--- src/rtl/refresh_scheduler.sv ---
// Per-scanline DRAM refresh request generator with H/V timing counters and a
// refresh-window protocol monitor. Optional short NTSC line: REFRESH_SHORT_LINE_EN.
module refresh_scheduler #(
    parameter int unsigned REFRESH_POS = 538,
    parameter int unsigned START_LEN   = 8,
    parameter int unsigned ACK_TIMEOUT = 64,
    parameter int unsigned MAX_REFRESH = 48
) (
    input  logic        clk,
    input  logic        reset,
    input  logic        mclk_en,
    input  logic        pal,
    input  logic        interlace,
    input  logic        refresh_enable,
    input  logic        refresh,
    input  logic        err_clr,
    output logic        start,
    output logic [10:0] hpos,
    output logic [8:0]  vpos,
    output logic        field,
    output logic        line_start,
    output logic        refresh_err
);
    localparam logic [10:0] LineLen    = 11'd1364;
`ifdef REFRESH_SHORT_LINE_EN
    localparam logic [10:0] ShortLen   = 11'd1360;
`endif
    localparam logic [8:0]  LastNtsc   = 9'd261;
    localparam logic [8:0]  LastPal    = 9'd311;
    localparam logic [10:0] StartLo    = 11'(REFRESH_POS);
    localparam logic [10:0] StartHi    = 11'(REFRESH_POS + START_LEN);
    localparam logic [6:0]  AckTimeout = 7'(ACK_TIMEOUT);
    localparam logic [6:0]  MaxRefresh = 7'(MAX_REFRESH);

    typedef enum logic [1:0] {StIdle, StWait, StActive} mon_state_e;

    logic [10:0] hpos_q, hpos_d;
    logic [8:0]  vpos_q, vpos_d;
    logic        field_q, field_d;
    logic        pal_q, pal_d;
    logic        ilace_q, ilace_d;
    logic        start_q, start_d;
    logic        line_start_q, line_start_d;
    logic        err_q, err_d;
    mon_state_e  state_q, state_d;
    logic [6:0]  mctr_q, mctr_d;

    logic [10:0] line_len;
    logic [8:0]  last_line;
    logic        line_end;
    logic [6:0]  mctr_inc;
    logic        err_set;

    always_comb begin : timing
        line_len = LineLen;
`ifdef REFRESH_SHORT_LINE_EN
        if (!pal_q && !ilace_q && field_q && (vpos_q == 9'd240)) begin
            line_len = ShortLen;
        end
`endif
        last_line = pal_q ? LastPal : LastNtsc;
        if (ilace_q && field_q) begin
            last_line = last_line + 9'd1;
        end
        line_end = mclk_en && (hpos_q == line_len - 11'd1);

        hpos_d  = hpos_q;
        vpos_d  = vpos_q;
        field_d = field_q;
        pal_d   = pal_q;
        ilace_d = ilace_q;
        if (mclk_en) begin
            if (line_end) begin
                hpos_d = '0;
                if (vpos_q == last_line) begin
                    // Video mode only changes on a frame boundary
                    vpos_d  = '0;
                    field_d = ~field_q;
                    pal_d   = pal;
                    ilace_d = interlace;
                end else begin
                    vpos_d = vpos_q + 9'd1;
                end
            end else begin
                hpos_d = hpos_q + 11'd1;
            end
        end
        line_start_d = line_end;
        start_d      = refresh_enable && (hpos_q >= StartLo) && (hpos_q < StartHi);
    end

    always_comb begin : monitor
        state_d  = state_q;
        mctr_d   = mctr_q;
        err_set  = 1'b0;
        mctr_inc = (mctr_q == 7'h7f) ? mctr_q : mctr_q + 7'd1;
        unique case (state_q)
            StIdle: begin
                if (start_d && !start_q) begin
                    state_d = StWait;
                    mctr_d  = '0;
                end else if (refresh) begin
                    err_set = 1'b1;
                end
            end
            StWait: begin
                if (refresh) begin
                    state_d = StActive;
                    mctr_d  = 7'd1;
                end else begin
                    mctr_d = mctr_inc;
                    if (mctr_inc >= AckTimeout) begin
                        err_set = 1'b1;
                        state_d = StIdle;
                    end
                end
            end
            StActive: begin
                if (!refresh) begin
                    state_d = StIdle;
                end else begin
                    mctr_d = mctr_inc;
                    if (mctr_inc > MaxRefresh) begin
                        err_set = 1'b1;
                        state_d = StIdle;
                    end
                end
            end
            default: state_d = StIdle;
        endcase
        // A new error outranks a clear in the same cycle
        err_d = err_set ? 1'b1 : (err_clr ? 1'b0 : err_q);
    end

    always_ff @(posedge clk) begin
        if (reset) begin
            hpos_q       <= '0;
            vpos_q       <= '0;
            field_q      <= 1'b0;
            pal_q        <= 1'b0;
            ilace_q      <= 1'b0;
            start_q      <= 1'b0;
            line_start_q <= 1'b0;
            err_q        <= 1'b0;
            state_q      <= StIdle;
            mctr_q       <= '0;
        end else begin
            hpos_q       <= hpos_d;
            vpos_q       <= vpos_d;
            field_q      <= field_d;
            pal_q        <= pal_d;
            ilace_q      <= ilace_d;
            start_q      <= start_d;
            line_start_q <= line_start_d;
            err_q        <= err_d;
            state_q      <= state_d;
            mctr_q       <= mctr_d;
        end
    end

    assign start       = start_q;
    assign hpos        = hpos_q;
    assign vpos        = vpos_q;
    assign field       = field_q;
    assign line_start  = line_start_q;
    assign refresh_err = err_q;

endmodule
--- config.mk ---
export PLATFORM = sky130hd
export DESIGN_NAME = refresh_scheduler
export DESIGN_NICKNAME = d
export VERILOG_FILES = /design/src/rtl/refresh_scheduler.sv
export SDC_FILE = /design/constraint.sdc
export NUM_CORES = 1
export LEC_CHECK = 0
export ABC_AREA = 1
export CAP_MARGIN = 10
export CORE_ASPECT_RATIO = 2
export CORE_UTILIZATION = 49
export CTS_CLUSTER_SIZE = 10
export DETAILED_ROUTE_END_ITERATION = 12
export GPL_TIMING_DRIVEN = 0
export PLACE_DENSITY = 0.87
export SYNTH_ARGS = -nofsm -noshare
export SYNTH_HDL_FRONTEND = slang
export SYNTH_SLANG_ARGS = --single-unit
--- constraint.sdc ---
create_clock -name clk -period 1.7 [get_ports clk]
set_clock_uncertainty 0.05 [all_clocks]
set_input_delay 0.34 -clock clk [delete_from_list [all_inputs] [get_ports clk]]
set_output_delay 0.34 -clock clk [all_outputs]
set_load 0.01 [all_outputs]
# Yosys cells after proc, flatten, opt, wreduce, memory -nomap -nowiden
# Index checks and enable logic that the tools add are counted.
[classes]
muxes = 24
bitwise = 1
reduce_logical = 13
eq_ne = 9
magnitude_cmp = 4
add_sub_neg = 4
[op_table]
columns = ["cell", "count"]
rows = [
  ["two-way mux 7 bit", 4],
  ["case mux 7 bit (3 select lines)", 1],
  ["adder 9 x 1 -> 9 bit (second input constant)", 2],
  ["two-way mux 9 bit", 2],
  ["adder 11 x 1 -> 11 bit (second input constant)", 1],
  ["equality test 11 bit (second input constant)", 1],
  [">= comparator 11 x 10 -> 1 bit (second input constant)", 1],
  ["less-than comparator 11 x 10 -> 1 bit (second input constant)", 1],
  ["two-way mux 11 bit", 1],
  ["two-way mux 2 bit", 5],
  ["equality test 9 bit", 1],
  ["AND reduction 3 bit", 3],
  ["two-way mux 1 bit", 8],
  ["adder 7 x 1 -> 7 bit (second input constant)", 1],
  ["equality test 7 bit (second input constant)", 1],
  [">= comparator 7 bit (second input constant)", 1],
  ["greater-than comparator 7 x 6 -> 1 bit (second input constant)", 1],
  ["two-way mux 6 bit", 1],
  ["inequality test 3 bit (second input constant)", 2],
  ["case mux 2 bit (3 select lines)", 1],
  ["logical AND 1 bit", 5],
  ["inequality test 2 bit (second input constant)", 2],
  ["case mux 1 bit (3 select lines)", 1],
  ["nonzero test 3 bit", 1],
  ["7 further kinds", 7],
]
[totals]
reg_bits = 35
output_inout_bits = 24

# Longest topological paths before layout
[depth]
depth_word = 7
depth_mapped = 14
depth_no_buf = 14

# Least setup slack after synthesis
# Ideal clock, no wire load.
[synth_path]
path_kind = "reg-to-reg"
start = "reg field_q, in the netlist field"
end = "reg field_q, in the netlist field"
path_buffers = 0
setup_time_ns = 0.070
slack_ns = 0.033
t_arrival_ns = 1.547
period_less_slack_ns = 1.667
required_time_ns = 1.580
stages_incl_launch_ff = 10
cell_sequence = "dfxtp_1 -> nand2_1 -> inv_1 -> ha_1 -> xor2_1 -> nor3_1 -> nand2_1 -> nor2_2 -> o21ai_1 -> a21oi_1"
[synth_via]
elab_chain_cells = 4
elab_cells_between_ends = 5
[synth_rtl]
columns = ["item", "line", "source"]
rows = [
  ["start: declaration", "39", "logic field_q, field_d;"],
  ["start signal: assignment", "150", "field_q <= field_d;"],
  ["logical AND 1 bit", "62", "if (ilace_q && field_q) begin"],
  ["two-way mux 9 bit", "62", ""],
  ["equality test 9 bit", "75", "if (vpos_q == last_line) begin"],
  ["AND reduction 3 bit (no source line)", "n/a", ""],
]
# Several ways; a longest one is shown, not always the timed one.
# A chain may end at the register's enable or synchronous reset.

# Worst setup path in the final report
[layout_path]
start = "reg mctr_q[1]"
end = "reg err_q, in the netlist refresh_err"
[layout_via]
elab_chain_cells = 7
elab_cells_between_ends = 12
[layout_rtl]
columns = ["item", "line", "source"]
rows = [
  ["start: declaration", "46", "logic [6:0] mctr_q, mctr_d;"],
  ["start signal: assignment", "157", "mctr_q <= mctr_d;"],
  ["adder 7 x 1 -> 7 bit or equality test 7 bit (tied branches)", "96", "mctr_inc = (mctr_q == 7'h7f) ? mctr_q : mctr_q + 7'd1;"],
  ["two-way mux 7 bit (*)", "96", ""],
  ["greater-than comparator 7 x 6 -> 1 bit or >= comparator 7 bit (tied branches)", "123, 112", ""],
  ["two-way mux 1 bit, on equally long branches", "123, 112", ""],
  ["two-way mux 1 bit, on equally long branches", "119, 107", ""],
  ["case mux 1 bit (3 select lines) (*)", "97", "unique case (state_q)"],
  ["two-way mux 1 bit or nonzero test 2 bit (tied branches)", "n/a", ""],
  ["end signal: assignment", "155", "err_q <= err_d;"],
  ["end: declaration", "44", "logic err_q, err_d;"],
]
# Mark *: on every way between the ends. The rest lies on a longest branch, timed or not.

==> metrics.txt <==
status=finished, violations left; failing checks=setup timing; CP Cell Sequence=ha_4 > nand2_4 > nor2_4 > nand2_4 > nand2_2 > nand2_2 > nor2_2 > nand2_1 > nand2_2 > nand2_1 > nand2_1 > nand2_1 > nand2_1 > a21oi_1; Sink Count=35; commonest non-fill, non-tap cell in the layout=nand2_1; number of buffers added on ports=31; fmax=575.3 MHz; cell count after synthesis=293; Worst-path clk slew=0.09 ns; # nets final=364; Post-Route WL=6043 um; Via density=5.553; synthesis-to-layout area growth=39.87%; RSZ-0062 raised after global routing=yes; placed cell count=376; IO Count=32; Crit-path slowest cell=dfxtp_4; Iter 0 DRT Violations=89; Final Max Slew Viols=0; commonest non-fill, non-tap cells in the layout=nand2_1, clkdlybuf4s50_1, nor2_1, inv_1, nand3_1; Setup Crit Path Kind=register to register; arrival time worst endpoint=1.85 ns; Post-DRT Antenna Nets=0; max-cap violation count=0; PwrDens=577.2 nW/um^2; Yosys warnings=0; die area=4580 um^2; first-pass GRT wire length=8845 um; total power=1.700 mW; period utilization=1.023; Clock Tree Buf Depth=2; Avg WL per Cell=15.11 um; Congestion Overflow GR=0; CP most frequent cell=nand2_1; vias post-DR=2221; crit start category=register; crit end category=register; Required @ worst endpoint=1.81 ns; crit-path leading delay family=simple AND/OR/NAND/NOR gates; initial antenna violation count=0; Distinct cells, synth=38; Worst Slack Setup Final=-0.03829 ns; CTS buffer count=5; worst path bufs/invs=0; CTS tree=yes; largest net degree at the start of global routing=13; crit path max fanout=4; Clk Latency, worst-skew pair=0.31 ns; CTS Root Cell=clkbuf_8; Starting Density=0.5152; RePlAce Congestion=0.8604; Slew @ Worst Pin=0.6117 ns; clock period minus worst slack=1.738 ns; Total Routing Usage GR=0.2515; setup TNS=-0.1100 ns; Finished Layout Cells=400; hold_ws=0.4160 ns; setup violators final=5; Die Ht=94.71 um; cts hold-fix bufs=0; Post-DP HPWL=3915 um; core box area=4088 um^2; CTS H-tree depth=2; Largest stage delay, worst path=0.37 ns; Fill cells=296; slew margin rel.=0.5922; fin util=0.7205; worst hold path class=register to register; number of synthesized register bits=35; sequential share of the synthesized area=0.3327; Ant. Diodes=0; DIE WIDTH=48.36 um; Synth Cell Area=2106 um^2; Avg Cell Area, Syn=7.187 um^2; row count=33; vias in the first global route=2090; P_leak=1.198 nW; share of cells above drive strength 1=0.3448; Peak VDD IR=0.7064 mV; syn_nets=310; 1st-pass router iterations=4; final hold vios=0; DRC Markers=0
-- worst register-to-register path: stages, from the launching register on --
cell     delay (ns)
dfxtp_4        0.37
ha_4           0.16
nand2_4        0.06
nor2_4         0.15
nand2_4        0.09
nand2_2        0.07
nand2_2        0.06
nor2_2         0.14
nand2_1        0.08
nand2_2        0.10
nand2_1        0.06
nand2_1        0.05
nand2_1        0.05
nand2_1        0.06
a21oi_1        0.06
-- repair_timing --
item                                    in CTS  in global routing
pin swaps                                    6                 19
buffers inserted                             3                 13
resized for setup                           37                 44
endpoints found under the setup margin      36                 29
-- final cells by class --
class,instances,area (um^2),share of cell area
Sequential cell,35,735.7,0.2498
Buffer,2,11.26,0.003823
Inverter,42,168.9,0.05735
Tap cell,52,65.06,0.02209
Timing Repair Buffer,47,430.4,0.1461
Multi-Input combinational cell,214,1421,0.4826
Clock buffer,5,68.82,0.02336
Clock inverter,3,43.79,0.01487
-- power breakdown --
| group | internal [mW] | total [mW] | switching (mW) |
|---|---|---|---|
| clock network | 0.437 | 0.771 | 0.334 |
| registers | 0.820 | 0.829 | 0.00971 |
| logic | 0.0457 | 0.0997 | 0.0540 |
| total | 1.30 | 1.70 | 0.398 |
-- synth_stat cells (all sizes together) --
master | n | area share
o211ai | 1 | 0.0036
a21oi | 19 | 0.047
nand4 | 8 | 0.030
o21ai | 15 | 0.036
nor4 | 2 | 0.013
clkbuf | 1 | 0.0018
nor3b | 1 | 0.0059
nor3 | 17 | 0.051
a31oi | 2 | 0.0059
nand3 | 23 | 0.057
o31ai | 2 | 0.0071
a32o | 1 | 0.0048
a211oi | 4 | 0.021
nand2 | 59 | 0.12
nand3b | 2 | 0.0071
and3 | 1 | 0.0036
nor2 | 39 | 0.079
xnor2 | 1 | 0.0042
clkinv | 2 | 0.0065
dfxtp | 35 | 0.33
buf | 1 | 0.0036
inv | 40 | 0.071
xor2 | 7 | 0.029
a22oi | 1 | 0.0059
ha | 9 | 0.053
-- final timing paths --
check | cells after the start | slack (ns) | startpoint | to
worst max register to register | 14 | -0.04 | mctr_q[1] | refresh_err
worst max-delay path | 14 | -0.04 | mctr_q[1] | refresh_err
worst min-delay path | 2 | 0.42 | refresh_err | refresh_err
worst min register to register | 2 | 0.42 | refresh_err | refresh_err
-- per-stage QoR --
step	setup slack, ns	cell area (um^2)
final	-0.03829	2945
after global routing	-0.1143	2945
after CTS	-0.02132	2723
after detailed placement	-0.4486	2481
after global placement	-0.4014	2481
after floorplan	0.03333	2106
-- flip-flops by register name (all words and copies together), names as in the netlist, 2 cells and up --
register,flops
hpos,11
mctr_q,7
state_q,2
vpos,9
-- per-layer routing --
layer	GRT usage	up-vias	wire [um]
met5	0	-	0
li1	-	1082	-
met3	0.03704	26	211
met1	0.2124	1040	1980
met4	0.1961	0	308
met2	0.5059	73	3542
-- cells by family after synthesis --
group / count (synthesis) / synth area share
xor gates and xnor gates: 8 / 0.03328
AOI/OAI and AO/OA: 45 / 0.1313
and+or+nand+nor: 152 / 0.3660
DFF: 35 / 0.3327
adders and majority gates: 9 / 0.05348
buffers and inverters: 44 / 0.08319
Note: power is estimated with default switching activity, not from simulation.
